--- config.mk ---
export PLATFORM = sky130hd
export DESIGN_NAME = video_timing_gen
export DESIGN_NICKNAME = d
export VERILOG_FILES = /design/src/rtl/video_timing_pkg.sv /design/src/rtl/video_timing_gen_sync_delay_line.sv /design/src/rtl/video_timing_gen.sv
export SDC_FILE = /design/constraint.sdc
export NUM_CORES = 1
export LEC_CHECK = 0
export CORE_MARGIN = 2
export CORE_UTILIZATION = 50
export CTS_CLUSTER_SIZE = 28
export DETAILED_ROUTE_END_ITERATION = 10
export PLACE_DENSITY = 0.76
export RECOVER_POWER = 25
export SYNTH_ARGS = -nofsm -noshare
export SYNTH_HDL_FRONTEND = slang
export SYNTH_HIERARCHICAL = 1
export SYNTH_SLANG_ARGS = --single-unit
--- constraint.sdc ---
create_clock -name clk_rgb -period 4 [get_ports clk_rgb]
set_clock_uncertainty 0.05 [all_clocks]
set_input_delay 0.8 -clock clk_rgb [delete_from_list [all_inputs] [get_ports clk_rgb]]
set_output_delay 0.8 -clock clk_rgb [all_outputs]
set_load 0.05 [all_outputs]
--- src/rtl/video_timing_pkg.sv ---
// Shared timing description for the raster generator: one axis of video
// timing as a struct, a few standard modes, and a helper that sums an axis.
package video_timing_pkg;

   typedef struct packed {
      int unsigned active;
      int unsigned front;
      int unsigned sync;
      int unsigned back;
   } timing_t;

   localparam timing_t TIMING_720P_H = '{active: 1280, front: 110, sync: 40, back: 220};
   localparam timing_t TIMING_720P_V = '{active: 720,  front: 5,   sync: 5,  back: 20};
   localparam timing_t TIMING_480P_H = '{active: 640,  front: 16,  sync: 96, back: 48};
   localparam timing_t TIMING_480P_V = '{active: 480,  front: 10,  sync: 2,  back: 33};

   function automatic int unsigned timing_total(timing_t t);
      return t.active + t.front + t.sync + t.back;
   endfunction

endpackage

--- src/rtl/video_timing_gen_sync_delay_line.sv ---
// Fixed-depth shift register used to align sync/DE with the render
// pipeline. DEPTH of 0 degenerates to a wire.
module sync_delay_line #(
   parameter int               WIDTH       = 3,
   parameter int               DEPTH       = 2,
   parameter logic [WIDTH-1:0] RESET_VALUE = '0
) (
   input  logic             clk,
   input  logic             rst_n,
   input  logic [WIDTH-1:0] d,
   output logic [WIDTH-1:0] q
);

   if (DEPTH == 0) begin : g_bypass
      logic unused_clk_rst;
      assign unused_clk_rst = clk | rst_n;
      assign q = d;
   end else begin : g_shift
      logic [WIDTH-1:0] stage [DEPTH];

      // shift every cycle; reset loads the idle pattern into every stage
      always_ff @(posedge clk or negedge rst_n) begin
         if (!rst_n) begin
            for (int i = 0; i < DEPTH; i++) stage[i] <= RESET_VALUE;
         end else begin
            stage[0] <= d;
            for (int i = 1; i < DEPTH; i++) stage[i] <= stage[i-1];
         end
      end

      assign q = stage[DEPTH-1];
   end

endmodule

--- src/rtl/video_timing_gen.sv ---
// Raster counter with DVI sync/DE decode. x/y/active/frame_start are the
// undelayed raster; hs/vs/de come out LATENCY cycles later to match the
// renderer. en=0 parks the raster at the last pixel of the frame so that
// the first enabled edge always lands on (0,0).
module video_timing_gen
   import video_timing_pkg::*;
#(
   parameter int HOR_ACTIVE_PIXELS = 1280,
   parameter int HOR_FRONT_PORCH   = 110,
   parameter int HOR_SYNC          = 40,
   parameter int HOR_BACK_PORCH    = 220,
   parameter int VER_ACTIVE_PIXELS = 720,
   parameter int VER_FRONT_PORCH   = 5,
   parameter int VER_SYNC          = 5,
   parameter int VER_BACK_PORCH    = 20,
   parameter bit HS_POLARITY       = 1'b1,
   parameter bit VS_POLARITY       = 1'b1,
   parameter int LATENCY           = 2,
   parameter int FRAME_CNT_WIDTH   = 8,
   localparam int H_TOTAL = int'(timing_total(timing_t'{
      active: HOR_ACTIVE_PIXELS, front: HOR_FRONT_PORCH,
      sync: HOR_SYNC, back: HOR_BACK_PORCH})),
   localparam int V_TOTAL = int'(timing_total(timing_t'{
      active: VER_ACTIVE_PIXELS, front: VER_FRONT_PORCH,
      sync: VER_SYNC, back: VER_BACK_PORCH})),
   localparam int X_WIDTH = $clog2(H_TOTAL),
   localparam int Y_WIDTH = $clog2(V_TOTAL)
) (
   input  logic                       clk_rgb,
   input  logic                       rst_n,
   input  logic                       en,
   output logic [X_WIDTH-1:0]         x,
   output logic [Y_WIDTH-1:0]         y,
   output logic                       active,
   output logic                       frame_start,
   output logic [FRAME_CNT_WIDTH-1:0] frame_count,
   output logic                       hs,
   output logic                       vs,
   output logic                       de
);

   if (HOR_FRONT_PORCH == 0 || HOR_SYNC == 0 || HOR_BACK_PORCH == 0 ||
       VER_FRONT_PORCH == 0 || VER_SYNC == 0 || VER_BACK_PORCH == 0) begin : g_bad_timing
      $error("video_timing_gen: porch and sync widths must be nonzero");
   end

   // the delay line must drain before the next line's active region shows up
   if (LATENCY > HOR_FRONT_PORCH) begin : g_bad_latency
      $error("video_timing_gen: LATENCY must not exceed HOR_FRONT_PORCH");
   end

   localparam logic [X_WIDTH-1:0] X_LAST   = X_WIDTH'(H_TOTAL - 1);
   localparam logic [Y_WIDTH-1:0] Y_LAST   = Y_WIDTH'(V_TOTAL - 1);
   localparam logic [X_WIDTH-1:0] X_ACT    = X_WIDTH'(HOR_ACTIVE_PIXELS);
   localparam logic [Y_WIDTH-1:0] Y_ACT    = Y_WIDTH'(VER_ACTIVE_PIXELS);
   localparam logic [X_WIDTH-1:0] X_SYNC_S = X_WIDTH'(HOR_ACTIVE_PIXELS + HOR_FRONT_PORCH);
   localparam logic [X_WIDTH-1:0] X_SYNC_E = X_WIDTH'(HOR_ACTIVE_PIXELS + HOR_FRONT_PORCH + HOR_SYNC);
   localparam logic [Y_WIDTH-1:0] Y_SYNC_S = Y_WIDTH'(VER_ACTIVE_PIXELS + VER_FRONT_PORCH);
   localparam logic [Y_WIDTH-1:0] Y_SYNC_E = Y_WIDTH'(VER_ACTIVE_PIXELS + VER_FRONT_PORCH + VER_SYNC);

   logic [X_WIDTH-1:0]         x_q, x_d;
   logic [Y_WIDTH-1:0]         y_q, y_d;
   logic                       origin_d;
   logic                       run_q;
   logic                       frame_start_q;
   logic [FRAME_CNT_WIDTH-1:0] frame_count_q;
   logic                       hsync_raw, vsync_raw;
   logic                       hs_lvl, vs_lvl;
   logic [2:0]                 dly_q;

   // next raster position: advance while enabled, otherwise snap to park
   always_comb begin
      x_d = X_LAST;
      y_d = Y_LAST;
      if (en) begin
         if (x_q == X_LAST) begin
            x_d = '0;
            y_d = (y_q == Y_LAST) ? '0 : y_q + 1'b1;
         end else begin
            x_d = x_q + 1'b1;
            y_d = y_q;
         end
      end
      origin_d = en && (x_d == '0) && (y_d == '0);
   end

   // raster registers; run_q marks that the frame now ending was begun while
   // enabled, so only genuinely completed frames are counted
   always_ff @(posedge clk_rgb or negedge rst_n) begin
      if (!rst_n) begin
         x_q           <= X_LAST;
         y_q           <= Y_LAST;
         run_q         <= 1'b0;
         frame_start_q <= 1'b0;
         frame_count_q <= '0;
      end else begin
         x_q           <= x_d;
         y_q           <= y_d;
         run_q         <= en;
         frame_start_q <= origin_d;
         if (origin_d && run_q) frame_count_q <= frame_count_q + 1'b1;
      end
   end

   assign active    = (x_q < X_ACT) && (y_q < Y_ACT);
   assign hsync_raw = (x_q >= X_SYNC_S) && (x_q < X_SYNC_E);
   assign vsync_raw = (y_q >= Y_SYNC_S) && (y_q < Y_SYNC_E);
   assign hs_lvl    = hsync_raw ~^ HS_POLARITY;
   assign vs_lvl    = vsync_raw ~^ VS_POLARITY;

   sync_delay_line #(
      .WIDTH       (3),
      .DEPTH       (LATENCY),
      .RESET_VALUE ({1'b0, ~HS_POLARITY, ~VS_POLARITY})
   ) u_sync_delay (
      .clk   (clk_rgb),
      .rst_n (rst_n),
      .d     ({active, hs_lvl, vs_lvl}),
      .q     (dly_q)
   );

   assign x           = x_q;
   assign y           = y_q;
   assign frame_start = frame_start_q;
   assign frame_count = frame_count_q;
   assign {de, hs, vs} = dly_q;

endmodule

==> results.py, run 1 <==
metrics = {
    "die": {
        "io_pins": 37,
        "initial_core_util_pct": 51.6,
        "die_h_um": 71,
        "row_count": 24,
        "die_x_um": 71,
        "coreArea_um2": 4350,
        "die_area_um2": 5040,
    },
    "route": {
        "wl_um": 5130,
        "drtIter0Drc": 161,
        "drt-wirelength-per-cell_um": 15.9,
        "via_per_inst": 5.95,
        "drtPass1Iterations": 5,
        "vias": 1915,
        "postRouteAntennaNets": 0,
        "drc": 0,
    },
    "timing": {
        "period_minus_slack_ns": 3.54,
        "holdWs_ns": 0.300,
        "finalHoldViolCount": 0,
        "rsz0062_at_grt": "false",
        "finalSetupViolCount": 0,
        "tns_ns": 0,
        "tightest_slew_ns": 1.96,
        "slew_violations": 38,
        "max_freq_mhz": 283,
        "period_share_pct": 88.4,
        "relSlewSlack_pct": -30.8,
    },
    "cts": {
        "clkSlewWorstSetupHoldPaths_ns": 0.07,
        "hold_buffers": 0,
        "postCtsResizedCells": 0,
        "cts_tree": "yes",
        "clock-sinks": 37,
        "clk_path_buf_depth": 2,
        "numCtsBuffers": 5,
        "postCtsSetupBuffers": 0,
        "cts-htree-levels": 2,
        "clkLatencyLatePin_ns": 0.28,
        "root_buffer": "clkbuf_8",
    },
    "synth": {
        "synth_xor_area_share_pct": 7.02,
        "synth-compound-area-share_pct": 14.8,
        "synth_cells": 240,
        "async_flop_share_pct": 100,
        "netlist_area_um2": 2240,
        "synthesis.nets": 249,
        "synthTopCellsByArea": "dfrtp_1, dfstp_2, xor2_1, nand2_1, ha_1",
        "synthAdderAreaFrac_pct": 3.34,
        "synthSimpleGateAreaFrac_pct": 26.3,
        "synth_top_family_by_area": "simple AND/OR/NAND/NOR gates",
        "seq_area_frac_synth_pct": 42.0,
        "ys_ff_latch": 37,
        "synth_edf_count": 0,
        "synth_top_cell_area_share_pct": 26.8,
        "yosysWarnings": 6,
        "avgSynthCellArea_um2": 9.35,
        "synth_flop_cell": "dfrtp_1",
        "yosysUniqueCellTypes": 55,
        "synthMuxAreaShare_pct": 1.11,
        "synth_area_leader_cell": "dfrtp_1",
    },
    "power_and_ir_drop": {
        "power_switching_share_pct": 43.2,
        "peakVddDrop_mv": 0.326,
        "power.density_nw_per_um2": 573,
        "p_switching_uw": 672,
        "p_leak_uw": 0.00113,
        "p_clk_share_pct": 21.5,
        "seqPwrFrac_pct": 35.2,
        "internal_power_uw": 883,
        "p_comb_share_pct": 43.4,
    },
    "worst_setup_path": {
        "r2r_slack_ns": 0.46,
        "r2r-start": "x[0]",
        "crit_type": "flop to flop",
        "worstPathArrival_ns": 3.66,
        "critPathCaptureType": "flop",
        "path_max_fanout": 14,
        "crit_path_start_kind": "flop",
        "crit_start": "x[0]",
        "reg2reg_depth": 9,
        "timing.rr.end": "frame_count[1]",
        "critPathCapture": "frame_count[1]",
        "cp.required_ns": 4.12,
    },
    "global_routing": {
        "use_met1_pct": 34.4,
        "antenna_found_initial": 0,
        "top_usage_layer": "met1",
        "met3_usage_pct": 2.99,
        "grt_max_degree": 38,
        "grt_pass1_vias": 1716,
        "grt_pass1_wl_um": 8810,
        "grtUsageMet2_pct": 31.6,
        "overflow": 0,
        "grt_usage_pct": 21.8,
    },
    "placed_design": {
        "place_hpwl_um": 3570,
        "gp_congestion": 0.910,
        "io_buffers": 36,
    },
    "finish": {
        "final_common_cell": "clkdlybuf4s50_1",
        "syn2layout_area_growth_pct": 20.8,
        "fillCellCount": 375,
        "final_util_pct": 62.3,
        "final_nets": 278,
        "final_cell_mix": "clkdlybuf4s50_1, nand2_1, dfrtp_1",
        "drive_above_1_share_pct": 11.1,
        "antenna_cells": 0,
    },
    "outcome": {
        "violations": "max-capacitance violations, max-slew violations",
        "status": "finished, violations left",
    },
    "flow_run": {
        "drv_cap": 1,
    },
    "min_path": {
        "hold_path_class": "flop to flop",
    },
}
how the worst min path moves through the flow:
stage	startpoint	end	slack, ns	cells after the start
floorplan	u_sync_delay/g_shift.stage[3]	u_sync_delay/q[0]	0.28	0
global placement	u_sync_delay/g_shift.stage[4]	u_sync_delay/q[1]	0.28	0
detailed placement	u_sync_delay/g_shift.stage[3]	u_sync_delay/q[0]	0.28	0
CTS	u_sync_delay/g_shift.stage[3]	u_sync_delay/q[0]	0.30	0
global route	u_sync_delay/g_shift.stage[3]	u_sync_delay/q[0]	0.31	0
finish	u_sync_delay/g_shift.stage[3]	u_sync_delay/q[0]	0.30	0
cell type report:
| cell class | count | area [µm²] | area share (%) |
|---|---|---|---|
| clock buffer | 7 | 86.3 | 3.18 |
| clock inverter | 1 | 30.0 | 1.11 |
| inverter | 9 | 33.8 | 1.25 |
| multi-input combinational | 177 | 1180 | 43.5 |
| sequential | 37 | 942 | 34.7 |
| tap | 52 | 65.1 | 2.40 |
| timing repair buffer | 39 | 377 | 13.9 |
per-stage QoR:
stage | cell area (µm²) | cells | power, µW | setup WS [ns]
final | 2710 | 322 | 1550 | 0.463
after global routing | 2710 | 322 | 1650 | 0.208
after CTS | 2710 | 322 | 1560 | 0.487
after detailed placement | 2600 | 314 | 1220 | 0.584
after global placement | 2600 | 314 | 1210 | 0.701
after floorplan | 2240 | 240 | 1030 | 0.732
registers in the layout, indices dropped and copies added, names as in the netlist:
name,count
u_sync_delay/g_shift.stage,3
y,10
frame_start,1
x,11
run_q,1
frame_count,8
u_sync_delay/q,3
critical path, cell delays in order (launching register included):
cell       delay, ns
dfstp_2         0.61
ha_1            0.16
nand4bb_1       0.18
nor3_2          0.54
buf_4           0.31
nand3_1         0.13
a221oi_1        0.41
o2111ai_2       0.31
or3_4           0.42
mux2_4          0.30
power groups by stage:
stage                     clock (µW)  sequential, µW  combinational [µW]
final                            334             547                 674
after global routing             360             563                 729
after CTS                        341             545                 672
after floorplan                    0             646                 382
after global placement             0             550                 664
after detailed placement           0             551                 666
layer usage:
metal	vias to the layer above	share of wire, %
met3	5	5.4
met4	0	0.86
met5	-	0
met1	919	48
li1	929	-
met2	62	46
cell families after synthesis:
group                      after synthesis
xor gates and xnor gates                18
AOI/OAI and AO/OA                       45
muxes                                    2
DFF                                     37
and+or+nand+nor                        106
adders and majority gates                6
buffers and inverters                   26
synth_stat cells (all sizes together), types with 7 or more instances:
| cell type | instances |
|---|---|
| buf | 10 |
| clkbuf | 7 |
| dfrtp | 24 |
| dfstp | 13 |
| inv | 9 |
| nand2 | 27 |
| nand3 | 13 |
| nor2 | 15 |
| nor3 | 13 |
| nor4 | 7 |
| o21ai | 13 |
| xor2 | 12 |
Power figures use the tool's default switching activity.
==> run 2: changes to the inputs <==
- REMOVE_ABC_BUFFERS: unset -> 1
- SLEW_MARGIN: unset -> 0
==> results.py, run 2 (same netlist as run 1, synthesis figures left out) <==
metrics = {
    "worst_setup_path": {
        "cp.required_ns": 4.13,
        "cpLargestDelayFamily": "simple AND/OR/NAND/NOR gates",
        "path_max_fanout": 20,
        "cp_cell_sequence": "ha_1 > nand4bb_1 > nor3_2 > nand3_1 > mux2i_1 > or4b_1 > or3_4 > mux2_4",
        "worstPathArrival_ns": 3.80,
        "reg2reg_depth": 8,
        "r2r-start": "x[0]",
        "worst-path-buf-inv": 0,
        "timing.rr.end": "frame_count[1]",
        "critPathCaptureType": "flop",
        "crit_path_start_kind": "flop",
        "slowest_delay_ns": 0.83,
        "crit_type": "flop to flop",
        "slowest_stage": "nor3_2",
        "r2r_slack_ns": 0.33,
    },
    "timing": {
        "max_freq_mhz": 272,
        "tightest_slew_ns": 2.01,
        "rsz0062_at_grt": "false",
        "period_minus_slack_ns": 3.67,
        "finalSetupViolCount": 0,
        "tns_ns": 0,
        "finalHoldViolCount": 0,
        "period_share_pct": 91.9,
        "slew_violations": 38,
        "relSlewSlack_pct": -34.1,
    },
    "power_and_ir_drop": {
        "power.density_nw_per_um2": 548,
        "peakVddDrop_mv": 0.347,
        "p_total_uw": 1470,
        "p_leak_uw": 0.00111,
    },
    "route": {
        "drtIter0Drc": 108,
        "wl_um": 4960,
        "drc": 0,
        "top_layer_used": "met4",
        "postRouteAntennaNets": 0,
        "via_per_inst": 5.93,
        "drtPass1Iterations": 4,
        "drt-wirelength-per-cell_um": 15.4,
        "met2RoutedLength_um": 2340,
        "vias": 1908,
        "wl_met3_um": 261,
        "met1_length_um": 2290,
    },
    "global_routing": {
        "grt_max_degree": 38,
        "overflow": 0,
        "grt_pass1_wl_um": 8400,
        "grt_pass1_vias": 1810,
        "grt_usage_pct": 20.8,
        "antenna_found_initial": 0,
    },
    "finish": {
        "fillCellCount": 369,
        "seq_area_um2": 942,
        "final_common_cell": "clkdlybuf4s50_1",
        "antenna_cells": 0,
        "drive_above_1_share_pct": 11.1,
        "multi_input_area_um2": 1180,
        "syn2layout_area_growth_pct": 19.3,
        "final_cell_mix": "clkdlybuf4s50_1, nand2_1, dfrtp_1",
        "final_nets": 278,
        "largest_reg_flops": 11,
    },
    "cts": {
        "root_buffer": "clkbuf_8",
        "postCtsSetupBuffers": 0,
        "cts_tree": "yes",
        "clk_path_buf_depth": 2,
        "cts-htree-levels": 2,
        "hold_buffers": 0,
        "clkSlewWorstSetupHoldPaths_ns": 0.07,
        "clock-sinks": 37,
        "numCtsBuffers": 5,
        "clkLatencyLatePin_ns": 0.29,
        "postCtsResizedCells": 0,
    },
    "min_path": {
        "min_path_cells": 0,
        "hold_start": "u_sync_delay/g_shift.stage[3]",
        "min_to": "u_sync_delay/q[0]",
        "hold_path_class": "flop to flop",
    },
    "outcome": {
        "status": "finished, violations left",
        "violations": "max-capacitance violations, max-slew violations",
    },
    "die": {
        "initial_core_util_pct": 51.6,
        "io_pins": 37,
        "die_h_um": 71,
        "die_x_um": 71,
        "coreArea_um2": 4350,
        "row_count": 24,
        "die_area_um2": 5040,
    },
    "placed_design": {
        "gp_congestion": 0.913,
        "io_buffers": 36,
        "place_hpwl_um": 3510,
    },
    "flow_run": {
        "drv_cap": 1,
    },
}
==> run 2: cell types whose count changed in the layout (fill, tap and decap cells not counted) <==
cell        delta
buf_4          -1
bufinv_16      -1
clkbuf_8       -1
clkinv_2       +2
clkinvlp_4     +1
==> run 2: worst register-to-register path, cell delays in order (launching register included) <==
cell,delay (ns)
dfstp_2,0.62
ha_1,0.17
nand4bb_1,0.16
nor3_2,0.83
nand3_1,0.16
mux2i_1,0.21
or4b_1,0.61
or3_4,0.44
mux2_4,0.30
==> run 2: through the flow <==
stage                     util (%)  std cells  worst slack [ns]  hold slack (ns)  area [µm²]
after floorplan                  -        223             0.463            0.281        2150
after global placement        59.7        314             0.495            0.283        2600
after detailed placement      59.7        314             0.367            0.286        2600
after CTS                     61.6        322             0.366            0.303        2680
after global routing          61.5        322            0.0291            0.306        2680
final                         61.5        322             0.325            0.302        2680
==> run 2: layout make-up <==
type                            instances  area share, %
Multi-Input combinational cell        177           44.0
Sequential cell                        37           35.2
Timing Repair Buffer                   39           13.9
Clock buffer                            5           2.57
Tap cell                               52           2.43
Inverter                                9           1.26
Clock inverter                          3          0.654
==> run 2: how the worst max path moves through the flow <==
stage,start,endpoint,depth (start not counted)
2_1_floorplan,x[0],frame_count[1],8
3_3_place_gp,x[0],frame_count[1],8
3_5_place_dp,x[0],frame_count[1],8
4_1_cts,x[0],frame_count[1],8
5_1_grt,x[0],frame_count[1],8
6_report,x[0],frame_count[1],8
==> run 2: metal layers <==
layer	GRT usage, %	up-vias
met5	0	-
met4	6.92	0
met3	3.13	7
met2	33.5	54
met1	28.7	913
li1	-	934
==> run 2: report_power, final <==
group	total, µW	internal, µW	leakage (µW)	switching (µW)
combinational	668	234	0.000599	434
clock	255	120	0.0000439	135
sequential	546	446	0.000468	100
total	1470	800	0.00111	669
